### src/rtl/mem_wb_stage.sv
// Memory-access / writeback stage: takes one op per valid/ready handshake, runs the
// data-memory req/ack transaction for loads/stores, then issues the register-file write.
module mem_wb_stage #(
    parameter int DATA_W  = 32,
    parameter int REG_AW  = 5,
    parameter int TIMEOUT = 15
) (
    input  logic              clk,
    input  logic              rst,
    input  logic              valid_i,
    output logic              ready_o,
    input  logic [1:0]        op_i,
    input  logic [DATA_W-1:0] alu_result_i,
    input  logic [DATA_W-1:0] rs2_data_i,
    input  logic [REG_AW-1:0] wrs_i,
    output logic              mem_req_o,
    output logic              mem_we_o,
    output logic [DATA_W-1:0] mem_addr_o,
    output logic [DATA_W-1:0] mem_wdata_o,
    input  logic              mem_ack_i,
    input  logic [DATA_W-1:0] mem_rdata_i,
    output logic              wb_en_o,
    output logic [REG_AW-1:0] wb_rs_o,
    output logic [DATA_W-1:0] wb_data_o,
    output logic              err_o
);

    typedef enum logic [1:0] {IDLE, MEM, WB, ERR} state_t;

    localparam logic [1:0] OP_ALU   = 2'b00;
    localparam logic [1:0] OP_LOAD  = 2'b01;
    localparam logic [1:0] OP_STORE = 2'b10;

    localparam int              CNT_W    = $clog2(TIMEOUT + 1);
    localparam logic [CNT_W-1:0] CNT_LAST = CNT_W'(TIMEOUT - 1);

    state_t              state;
    state_t              state_nxt;
    logic [CNT_W-1:0]    cnt;
    logic                accept;
    logic                misaligned;
    logic                is_store;
    logic [DATA_W-1:0]   addr_r;
    logic [DATA_W-1:0]   wdata_r;
    logic [REG_AW-1:0]   wrs_r;
    logic                wb_en_r;
    logic [REG_AW-1:0]   wb_rs_r;
    logic [DATA_W-1:0]   wb_data_r;

    assign ready_o     = (state == IDLE) && !rst;
    assign accept      = valid_i && ready_o;
    assign misaligned  = (alu_result_i[1:0] != 2'b00);

    assign mem_req_o   = (state == MEM);
    assign mem_we_o    = (state == MEM) && is_store;
    assign mem_addr_o  = addr_r;
    assign mem_wdata_o = wdata_r;
    assign wb_en_o     = wb_en_r;
    assign wb_rs_o     = wb_rs_r;
    assign wb_data_o   = wb_data_r;
    assign err_o       = (state == ERR);

    always_comb begin
        state_nxt = state;
        case (state)
            IDLE: begin
                if (accept) begin
                    case (op_i)
                        OP_ALU:           state_nxt = WB;
                        OP_LOAD, OP_STORE: state_nxt = misaligned ? ERR : MEM;
                        default:          state_nxt = IDLE;
                    endcase
                end
            end
            MEM: begin
                // Ack wins over the timeout on the last allowed wait cycle.
                if (mem_ack_i)
                    state_nxt = is_store ? IDLE : WB;
                else if (cnt == CNT_LAST)
                    state_nxt = ERR;
            end
            WB:      state_nxt = IDLE;
            ERR:     state_nxt = IDLE;
            default: state_nxt = IDLE;
        endcase
    end

    always_ff @(posedge clk) begin
        if (rst) begin
            state     <= IDLE;
            cnt       <= '0;
            is_store  <= 1'b0;
            addr_r    <= '0;
            wdata_r   <= '0;
            wrs_r     <= '0;
            wb_en_r   <= 1'b0;
            wb_rs_r   <= '0;
            wb_data_r <= '0;
        end else begin
            state   <= state_nxt;
            wb_en_r <= 1'b0;

            if (accept) begin
                is_store <= (op_i == OP_STORE);
                addr_r   <= alu_result_i;
                wdata_r  <= rs2_data_i;
                wrs_r    <= wrs_i;
                cnt      <= '0;
                // r0 writes are suppressed entirely so wb_rs/wb_data keep their last value.
                if (op_i == OP_ALU && wrs_i != '0) begin
                    wb_en_r   <= 1'b1;
                    wb_rs_r   <= wrs_i;
                    wb_data_r <= alu_result_i;
                end
            end

            if (state == MEM) begin
                if (mem_ack_i) begin
                    if (!is_store && wrs_r != '0) begin
                        wb_en_r   <= 1'b1;
                        wb_rs_r   <= wrs_r;
                        wb_data_r <= mem_rdata_i;
                    end
                end else begin
                    cnt <= cnt + CNT_W'(1);
                end
            end
        end
    end

endmodule

### config.mk
export PLATFORM = sky130hd
export DESIGN_NAME = mem_wb_stage
export DESIGN_NICKNAME = d
export VERILOG_FILES = /design/src/rtl/mem_wb_stage.sv
export SDC_FILE = /design/constraint.sdc
export NUM_CORES = 1
export LEC_CHECK = 0
export BUFFER_PORTS_ARGS = -buffer_cell sky130_fd_sc_hd__buf_2
export CORE_AREA = 3 3 113 115
export CTS_CLUSTER_SIZE = 8
export DETAILED_ROUTE_END_ITERATION = 7
export DIE_AREA = 0 0 116 118
export PLACE_DENSITY = 0.69
export SLEW_MARGIN = 15
export SYNTH_ARGS = -nofsm -noshare
export SYNTH_HDL_FRONTEND = slang
export SYNTH_SLANG_ARGS = --single-unit
### constraint.sdc
create_clock -name clk -period 2 [get_ports clk]
set_input_delay 0.1 -clock clk [delete_from_list [all_inputs] [get_ports clk]]
set_output_delay 0.1 -clock clk [all_outputs]
set_load 0.02 [all_outputs]
==> flow_metrics.env, run 1 <==
export IMPL_r2r_start="wrs_r[0]$_SDFFE_PP0P_"
export IMPL_switchingPower_uw=1620
export IMPL_synth_edf_count=0
export IMPL_areaGrowthSynthToFinish_pct=57.5
export IMPL_grt_max_degree=115
export IMPL_p_int_uw=4810
export IMPL_async_flop_share=0
export IMPL_synth_fa_ha_area_frac=0.0133
export IMPL_synth_mux_area_frac=0.00240
export IMPL_p_leak_uw=0.00328
export IMPL_hold_viol=0
export IMPL_die_width_um=116
export IMPL_min_period_over_period=0.957
export IMPL_grt_use_total=0.212
export IMPL_vias=5014
export IMPL_setup_slack_ns=0.0858
export IMPL_seq_power_share=0.396
export IMPL_fmax_mhz=522
export IMPL_cts_resized=0
export IMPL_final_util=0.621
export IMPL_status="complete, no violations"
export IMPL_grt_use_met2=0.370
export IMPL_finalWeightedCongestion=0.781
export IMPL_syn_instance_count=561
export IMPL_grt_ovfl_total=0
export IMPL_start_util=0.394
export IMPL_seq_area_frac_synth=0.486
export IMPL_p_clk_frac=0.445
export IMPL_ys_ff_latch=114
export IMPL_maxCapViolations=0
export IMPL_grt_busiest_layer="met2"
export IMPL_hold_class="input pin to register"
export IMPL_combPwrFrac=0.160
export IMPL_peakVddDrop_uv=440
export IMPL_arrival_ns=2.21
export IMPL_cts_tree="done"
export IMPL_grt_util_met1=0.233
export IMPL_crit_path_max_fanout=32
export IMPL_grt_pass1_wl_mm=23.4
export IMPL_die_area_mm2=0.0137
export IMPL_vias_per_cell=4.95
export IMPL_drc=0
export IMPL_rows=40
export IMPL_ant_nets=0
export IMPL_synth_xor_area_frac=0.00187
export IMPL_firstDrtPassIters=4
export IMPL_synth_simple_area_share=0.262
export IMPL_die_y_um=118
export IMPL_path_clk_slew_ns=0.05
export IMPL_min_from="rst"
export IMPL_ioPinCount=213
export IMPL_yosysUniqueCellTypes=35
export IMPL_cts_buffers=17
export IMPL_cts_buffer_depth=2
export IMPL_finalPower_uw=6420
export IMPL_ys_flop_type="dfxtp_1"
export IMPL_clkSinkCount=114
export IMPL_wl_per_cell_um=14.8
export IMPL_routed_wirelength_mm=14.9
export IMPL_report_final_slew_viol_count=0
export IMPL_worst_slew_pin_slew_ns=0.997
export IMPL_hpwlAfterDp_mm=9.19
export IMPL_timing_slew_headroom=0.336
export IMPL_clock_skew_ns=0.00977
export IMPL_worst_setup_path_type="register to register"
export IMPL_syn_nets=673
export IMPL_cp_end_kind="register"
export IMPL_io_buffers=212
export IMPL_r2r_cells=5
export IMPL_fin_setup_tns_ns=0
export IMPL_min_path_cells=3
export IMPL_fin_nets=965
export IMPL_layout_drive_gt1_share=0.300
export IMPL_dp_slack_ns=0.153
export IMPL_layout_min_cycle_time_ns=1.91
export IMPL_synth_top_family_by_area="simple AND/OR/NAND/NOR gates"
export IMPL_final_setup_viol_count=0
export IMPL_cts_root_buffer="clkbuf_16"
export IMPL_drtIter0Drc=230
export IMPL_coreArea_mm2=0.0119
export IMPL_clkLatencyLatePin_ns=0.40
export IMPL_p_sw_frac=0.252
export IMPL_avgSynthCellArea_um2=8.37
export IMPL_crit_path_start_kind="register"
export IMPL_syn_area_mm2=0.00469
export IMPL_grt_pass1_vias=5061
export IMPL_htreeDepth=4
export IMPL_synth_compound_area_share=0.180
export IMPL_antenna_found_initial=1
export IMPL_grtUsageMet3=0.0638
export IMPL_ys_warn_count=0
export IMPL_power_density_mw_per_mm2=869
export IMPL_cp_data_required_time_ns=2.30
export IMPL_grt_setup_unrepaired="no"
export IMPL_crit_start="wrs_r[0]$_SDFFE_PP0P_"
[power by group through the flow]
stage | Clock, uW | Sequential (uW) | Combinational (uW)
finish | 2860 | 2540 | 1020
global route | 3030 | 2560 | 1110
CTS | 2920 | 2540 | 1010
detailed placement | 0 | 2580 | 863
global placement | 0 | 2570 | 847
floorplan | 0 | 2760 | 319
[state kept, by name, indices dropped and copies added, names as in the netlist]
name,count
mem_addr_o,32
mem_wdata_o,32
wb_data_o,32
wb_rs_o,5
wrs_r,5
cnt,4
state,2
is_store,1
wb_en_o,1
[logic make-up (layout without fill, tap and decap cells)]
logic type                 count (synthesis)  count (layout)
xor gates and xnor gates                   1               1
AOI/OAI and AO/OA                        125             125
buffers and inverters                     51             354
DFF                                      114             114
other                                      0               1
muxes                                      1               1
adders and majority gates                  5               5
and+or+nand+nor                          264             264
[layout by cell type, fill, tap and decap left out, types with 2 or more instances in the layout]
master / n
a211oi_1: 6
a21oi_1: 5
a22oi_1: 6
a311oi_1: 29
a311oi_2: 4
and2_1: 3
buf_12: 4
buf_2: 211
buf_4: 6
bufinv_16: 2
clkbuf_1: 4
clkbuf_16: 18
clkbuf_8: 3
clkinv_2: 4
dfxtp_1: 114
dlygate4sd3_1: 96
ha_1: 5
inv_1: 6
nand2_1: 137
nand2b_1: 68
nor2_1: 44
nor3_1: 2
o21ai_0: 70
[critical path: stages, from the launching register on]
cell	delay [ns]
dfxtp_1	0.31
or4_1	0.58
o2111ai_4	0.33
buf_12	0.23
nor2_1	0.07
a311oi_1	0.28
[synthesized netlist by cell type (2+ instances only)]
cell | count | area (um2)
a211oi_1 | 6 | 45.0
nand2_1 | 137 | 514
nor3_1 | 2 | 10.0
nor2_1 | 44 | 165
a311oi_1 | 29 | 254
buf_4 | 7 | 52.6
o21ai_0 | 70 | 350
a22oi_1 | 6 | 45.0
ha_1 | 5 | 62.6
buf_6 | 4 | 45.0
buf_2 | 8 | 40.0
clkbuf_1 | 26 | 97.6
nand2b_1 | 68 | 425
a311oi_2 | 4 | 60.1
and2_1 | 3 | 18.8
a21oi_1 | 5 | 25.0
inv_1 | 6 | 22.5
dfxtp_1 | 114 | 2280
[metrics by stage]
step	cell area (um2)	hold WS (ns)	std cells
2_1_floorplan	4690	0.199	561
3_3_place_gp	5840	0.294	884
3_5_place_dp	5840	0.303	884
4_1_cts	7360	0.000394	1009
5_1_grt	7390	0.00493	1012
6_report	7390	0.0157	1012
[worst paths after layout]
kind,endpoint,slack (ns)
worst max-delay path,wb_data_o[7]$_SDFF_PP0_,0.09
worst min register to register,mem_wdata_o[20]$_SDFFE_PP0P_,0.47
worst min-delay path,wrs_r[4]$_SDFFE_PP0P_,0.02
worst max register to register,wb_data_o[7]$_SDFF_PP0_,0.09
[per-layer routing]
| layer | vias to the layer above | part of all wire |
|---|---|---|
| li1 | 2476 | - |
| met3 | 30 | 0.067 |
| met5 | - | 0 |
| met1 | 2319 | 0.40 |
| met4 | 0 | 0.024 |
| met2 | 189 | 0.51 |
[what timing repair did]
action | 4_1_cts | 5_1_grt
hold buffers | 95 | 1
hold endpoints to repair | 98 | 1
setup endpoints to repair | 0 | 1
buffers inserted | 0 | 0
[cell type report]
cell class                 count  area (um2)
antenna                        1        2.50
sequential                   114        2280
multi-input combinational    396        2170
clock inverter                 6        80.1
timing repair buffer         318        2170
tap                          147         184
inverter                       6        22.5
fill                         972        4520
clock buffer                  24         482
Note: power is estimated with default switching activity, not from simulation.
==> run 2: changes to the inputs <==
--- a/config.mk
+++ b/config.mk
@@ -5,11 +5,13 @@
 export SDC_FILE = /design/constraint.sdc
 export NUM_CORES = 1
 export LEC_CHECK = 0
+export ABC_AREA = 1
 export BUFFER_PORTS_ARGS = -buffer_cell sky130_fd_sc_hd__buf_2
-export CORE_AREA = 3 3 113 115
+export CORE_AREA = 3 3 114 116
 export CTS_CLUSTER_SIZE = 8
 export DETAILED_ROUTE_END_ITERATION = 7
-export DIE_AREA = 0 0 116 118
+export DIE_AREA = 0 0 117 119
+export HOLD_SLACK_MARGIN = 0.05
 export PLACE_DENSITY = 0.69
 export SLEW_MARGIN = 15
 export SYNTH_ARGS = -nofsm -noshare
==> run 2 against run 1 <==
- maximum frequency up 11%
- die area grew 1.7%
- setup slack better by 0.18 ns
- cell count increased by 13%
- sequential power hardly changed
- clock-buffer cell count is 4 higher
- utilization rose by 1.9 points
- register-to-register slack improved by 0.18 ns
- critical path depth is 1 higher
- critical path type unchanged
- highest routed layer unchanged
==> flow_metrics.env, run 2 <==
export IMPL_cp_data_required_time_ns=2.29
export IMPL_fin_setup_tns_ns=0
export IMPL_fmax_mhz=578
export IMPL_die_area_mm2=0.0139
export IMPL_ys_top_cells_by_area="dfxtp_1 47%, nand2_1 16%, nand3_1 11%"
export IMPL_peakVddDrop_uv=552
export IMPL_grt_pass1_vias=5283
export IMPL_async_flop_share=0
export IMPL_r2r_cells=6
export IMPL_timing_slew_headroom=0.647
export IMPL_final_cell_mix="212 x buf_2, 209 x nand2_1, 114 x dfxtp_1"
export IMPL_grt_util_met1=0.263
export IMPL_seq_area_frac_synth=0.473
export IMPL_clkLatencyLatePin_ns=0.40
export IMPL_cts_root_buffer="clkbuf_16"
export IMPL_synth_most_common_cell="nand2_1"
export IMPL_htreeDepth=4
export IMPL_ioPinCount=213
export IMPL_ys_warn_count=0
export IMPL_grt_busiest_layer="met2"
export IMPL_areaGrowthSynthToFinish_pct=59.2
export IMPL_vias_per_cell=4.86
export IMPL_fin_nets=1094
export IMPL_p_leak_uw=0.00426
export IMPL_vias=5549
export IMPL_layout_drive_gt1_share=0.265
export IMPL_status="complete, no violations"
export IMPL_ys_ff_latch=114
export IMPL_grt_pass1_wl_mm=25.2
export IMPL_final_setup_viol_count=0
export IMPL_yosysUniqueCellTypes=21
export IMPL_ys_flop_type="dfxtp_1"
export IMPL_synth_edf_count=0
export IMPL_io_buffers=212
export IMPL_syn_area_mm2=0.00483
export IMPL_cts_buffers=17
export IMPL_grt_use_total=0.227
export IMPL_power_density_mw_per_mm2=866
export IMPL_grt_max_degree=79
export IMPL_ant_nets=0
export IMPL_rows=40
export IMPL_cts_buffer_depth=2
export IMPL_crit_path_max_fanout=23
export IMPL_layout_min_cycle_time_ns=1.73
export IMPL_clkSinkCount=114
export IMPL_final_util=0.640
export IMPL_avgSynthCellArea_um2=7.09
export IMPL_path_clk_slew_ns=0.05
export IMPL_cp_end_kind="register"
export IMPL_firstDrtPassIters=5
export IMPL_drtIter0Drc=380
export IMPL_syn_nets=793
export IMPL_crit_path_start_kind="register"
export IMPL_report_final_slew_viol_count=0
export IMPL_syn_instance_count=681
export IMPL_hpwlAfterDp_mm=9.53
export IMPL_cts_resized=0
export IMPL_synth_area_leader_cell="dfxtp_1"
export IMPL_grtUsageMet3=0.0752
export IMPL_antenna_found_initial=1
export IMPL_synth_top_area_frac=0.473
export IMPL_min_period_over_period=0.865
export IMPL_grt_use_met2=0.372
export IMPL_synth_common_cells="210 x nand2_1, 114 x dfxtp_1, 105 x nand3_1"
export IMPL_die_width_um=117
export IMPL_routed_wirelength_mm=16.0
export IMPL_start_util=0.402
export IMPL_worst_slew_pin_slew_ns=0.528
export IMPL_grt_ovfl_total=0
export IMPL_wl_per_cell_um=14.0
export IMPL_worst_setup_path_type="register to register"
export IMPL_cts_tree="done"
export IMPL_finalWeightedCongestion=0.778
export IMPL_arrival_ns=2.02
export IMPL_drc=0
export IMPL_clock_skew_ns=0.00523
export IMPL_min_path_cells=4
export IMPL_coreArea_mm2=0.0120
export IMPL_grt_setup_unrepaired="no"
export IMPL_die_y_um=119
export IMPL_hold_viol=0
export IMPL_hold_class="input pin to register"
export IMPL_maxCapViolations=0
export IMPL_final_common_cell="buf_2"
run 2: cell types whose count changed after synthesis, moves of 25 or more:
cell and change:
a311oi_1 -29, inv_1 +69, nand2_1 +73, nand2b_1 -68, nand3_1 +104, nand4_1 +34
nor2_1 -25, o21ai_0 -28
run 2: timing repair:
| action | CTS | global route |
|---|---|---|
| buffers inserted | 0 | 0 |
| hold buffers | 106 | 0 |
| hold endpoints to repair | 107 | 0 |
run 2: cell type report:
cell class	instances	area (um2)
antenna	1	2.50
clock buffer	28	557
clock inverter	3	40.0
fill	1029	4330
inverter	78	295
multi-input combinational	440	2040
sequential	114	2280
tap	147	184
timing repair buffer	331	2280
run 2: power by group:
part           switching (uW)  internal, uW
Clock                     971          2000
Sequential               87.6          2450
Combinational             667           481
run 2: kinds of logic after synthesis:
| family | share of synthesized area |
|---|---|
| AND/OR/NAND/NOR | 0.342 |
| buffers and inverters | 0.106 |
| flip-flops | 0.473 |
| AO/OA/AOI/OAI | 0.0661 |
| adder cells (fa/ha/maj) | 0.0130 |
run 2: worst max-delay path, cell delays in order, from the launching register on:
cell and delay, ns:
dfxtp_1 0.34, nor2_4 0.16, nand3_4 0.10, clkinv_2 0.11, buf_4 0.27, o31ai_1 0.09, dlygate4sd3_1 0.55
run 2: through the flow:
step                total power (uW)  setup WS (ns)  hold slack, ns  cells  area [um2]
global route                    6940          0.172          0.0817   1142        7690
detailed placement              3560          0.393           0.298   1004        6030
floorplan                       3160          0.580           0.211    681        4830
CTS                             6710          0.259          0.0551   1141        7680
finish                          6650          0.270          0.0749   1142        7690
global placement                3550          0.459           0.295   1004        6030
run 2: path summary, 6_finish.rpt:
check                                    from                           to  slack, ns
hold / removal                      mem_ack_i        state[1]$_SDFFE_PP0P_       0.07
setup reg to reg        state[1]$_SDFFE_PP0P_        wrs_r[2]$_SDFFE_PP0P_       0.27
hold reg to reg   mem_wdata_o[8]$_SDFFE_PP0P_  mem_wdata_o[8]$_SDFFE_PP0P_       0.46
setup / recovery        state[1]$_SDFFE_PP0P_        wrs_r[2]$_SDFFE_PP0P_       0.27
run 2: routing by layer:
metal / up-vias / part of all wire
met5: - / 0
li1: 2786 / -
met2: 217 / 0.48
met3: 41 / 0.076
met4: 0 / 0.031
met1: 2505 / 0.41
==> run 3: changes to the inputs <==
--- a/config.mk
+++ b/config.mk
@@ -7,10 +7,10 @@
 export LEC_CHECK = 0
 export ABC_AREA = 1
 export BUFFER_PORTS_ARGS = -buffer_cell sky130_fd_sc_hd__buf_2
-export CORE_AREA = 3 3 114 116
+export CORE_AREA = 3 3 136 98
 export CTS_CLUSTER_SIZE = 8
 export DETAILED_ROUTE_END_ITERATION = 7
-export DIE_AREA = 0 0 117 119
+export DIE_AREA = 0 0 139 101
 export HOLD_SLACK_MARGIN = 0.05
 export PLACE_DENSITY = 0.69
 export SLEW_MARGIN = 15
==> run 3 against run 2 <==
- global-route usage is 0.083 points lower
- highest routed layer unchanged
- sequential power hardly changed
- power is 0.62% higher
- clock power is 1% higher
- setup slack worse by 0.045 ns
- routed wire length is 1.5% higher
- flip-flop and latch count stayed put
- first-iteration DRC count is 38% lower
==> flow_metrics.env, run 3 (synthesis gave the netlist of run 2 again) <==
export IMPL_cts_tree="done"
export IMPL_fmax_mhz=563
export IMPL_switchingPower_uw=1800
export IMPL_hold_class="input pin to register"
export IMPL_multiInputGateArea_mm2=0.00204
export IMPL_power_density_mw_per_mm2=872
export IMPL_vias=5536
export IMPL_clkSinkCount=114
export IMPL_wl_per_cell_um=14.0
export IMPL_grt_pass1_vias=5243
export IMPL_grt_ovfl_total=0
export IMPL_status="complete, no violations"
export IMPL_firstDrtPassIters=4
export IMPL_grt_util_met1=0.287
export IMPL_crit_path_start_kind="register"
export IMPL_final_cell_mix="212 x buf_2, 209 x nand2_1, 114 x dfxtp_1"
export IMPL_drc=0
export IMPL_grtUsageMet3=0.0588
export IMPL_timing_slew_headroom=0.761
export IMPL_antennaDiodeCount=0
export IMPL_worst_slew_pin_slew_ns=0.358
export IMPL_drtIter0Drc=235
export IMPL_cts_resized=0
export IMPL_final_common_cell="buf_2"
export IMPL_layout_drive_gt1_share=0.267
export IMPL_seq_area_mm2=0.00228
export IMPL_fill_cells=1098
export IMPL_finalPower_uw=6690
export IMPL_grt_setup_unrepaired="no"
export IMPL_clock_skew_ns=0.00985
export IMPL_cp_end_kind="register"
export IMPL_antenna_found_initial=0
export IMPL_seq_power_share=0.379
export IMPL_coreArea_mm2=0.0123
export IMPL_clkLatencyLatePin_ns=0.40
export IMPL_start_util=0.394
export IMPL_io_buffers=212
export IMPL_fin_setup_tns_ns=0
export IMPL_maxCapViolations=0
export IMPL_report_final_slew_viol_count=0
export IMPL_setup_slack_ns=0.225
export IMPL_layout_min_cycle_time_ns=1.77
export IMPL_cts_root_buffer="clkbuf_16"
export IMPL_ant_nets=0
export IMPL_grt_pass1_wl_mm=26.0
export IMPL_crit_path_max_fanout=16
export IMPL_htreeDepth=4
export IMPL_ioPinCount=213
export IMPL_combPwrFrac=0.171
export IMPL_min_period_over_period=0.887
export IMPL_hpwlAfterDp_mm=9.78
export IMPL_hold_viol=0
export IMPL_p_int_uw=4890
export IMPL_arrival_ns=2.11
export IMPL_finalWeightedCongestion=0.773
export IMPL_grt_use_met2=0.379
export IMPL_final_setup_viol_count=0
export IMPL_grt_max_degree=79
export IMPL_fin_nets=1097
export IMPL_areaGrowthSynthToFinish_pct=59.0
export IMPL_final_util=0.627
export IMPL_vias_per_cell=4.78
export IMPL_cts_buffers=17
export IMPL_grt_use_total=0.226
export IMPL_p_sw_frac=0.269
export IMPL_die_area_mm2=0.0140
export IMPL_worst_setup_path_type="register to register"
export IMPL_rows=34
export IMPL_p_clk_frac=0.449
export IMPL_path_clk_slew_ns=0.05
export IMPL_p_leak_uw=0.00426
export IMPL_die_y_um=101
export IMPL_die_width_um=139
export IMPL_cp_data_required_time_ns=2.34
export IMPL_routed_wirelength_mm=16.2
export IMPL_dp_slack_ns=0.419
export IMPL_peakVddDrop_uv=675
export IMPL_cts_buffer_depth=2
export IMPL_grt_busiest_layer="met2"
[run 3: final timing paths]
check | depth (start not counted) | endpoint | slack (ns) | start
max | 7 | wrs_r[2]$_SDFFE_PP0P_ | 0.23 | state[1]$_SDFFE_PP0P_
min | 3 | mem_addr_o[31]$_SDFFE_PP0P_ | 0.07 | valid_i
max reg2reg | 7 | wrs_r[2]$_SDFFE_PP0P_ | 0.23 | state[1]$_SDFFE_PP0P_
min reg2reg | 2 | wb_data_o[31]$_SDFF_PP0_ | 0.46 | wb_data_o[31]$_SDFF_PP0_
[run 3: per-stage QoR]
step	hold slack [ns]	instances	area [um2]
6_report	0.0715	1158	7680
5_1_grt	0.0805	1158	7680
4_1_cts	0.0547	1158	7680
3_5_place_dp	0.298	1023	6050
3_3_place_gp	0.295	1023	6050
2_1_floorplan	0.211	681	4830
[run 3: cell type report]
cell class,instances,area share
well taps,162,0.0264
clock inverters,11,0.0181
clock buffers,19,0.0577
flip-flops and latches,114,0.297
multi-input cells,440,0.266
repair buffers,334,0.297
inverters,78,0.0383
[run 3: power by group through the flow]
stage | clock, uW | combinational [uW] | sequential [uW]
after global routing | 3180 | 1260 | 2560
final | 3010 | 1150 | 2540
after CTS | 3070 | 1140 | 2540
after detailed placement | 0 | 974 | 2580
after global placement | 0 | 971 | 2580
after floorplan | 0 | 383 | 2770
[run 3: what timing repair did]
action / in CTS / in global routing
endpoints found under the hold margin: 107 / 0
buffers inserted: 0 / 0
hold buffers: 105 / 0
[run 3: per-layer routing]
metal / routed length (um) / vias to the layer above
met5: 0 / -
met4: 235 / 0
met3: 1170 / 20
met2: 7570 / 205
met1: 7220 / 2511
li1: - / 2800
[run 3: worst max-delay path, cell delays in order (launching register included)]
cell,delay (ns)
dfxtp_1,0.34
nor2_4,0.16
nand3_4,0.10
inv_2,0.13
buf_4,0.24
nand2_1,0.11
o31ai_1,0.07
dlygate4sd3_1,0.57
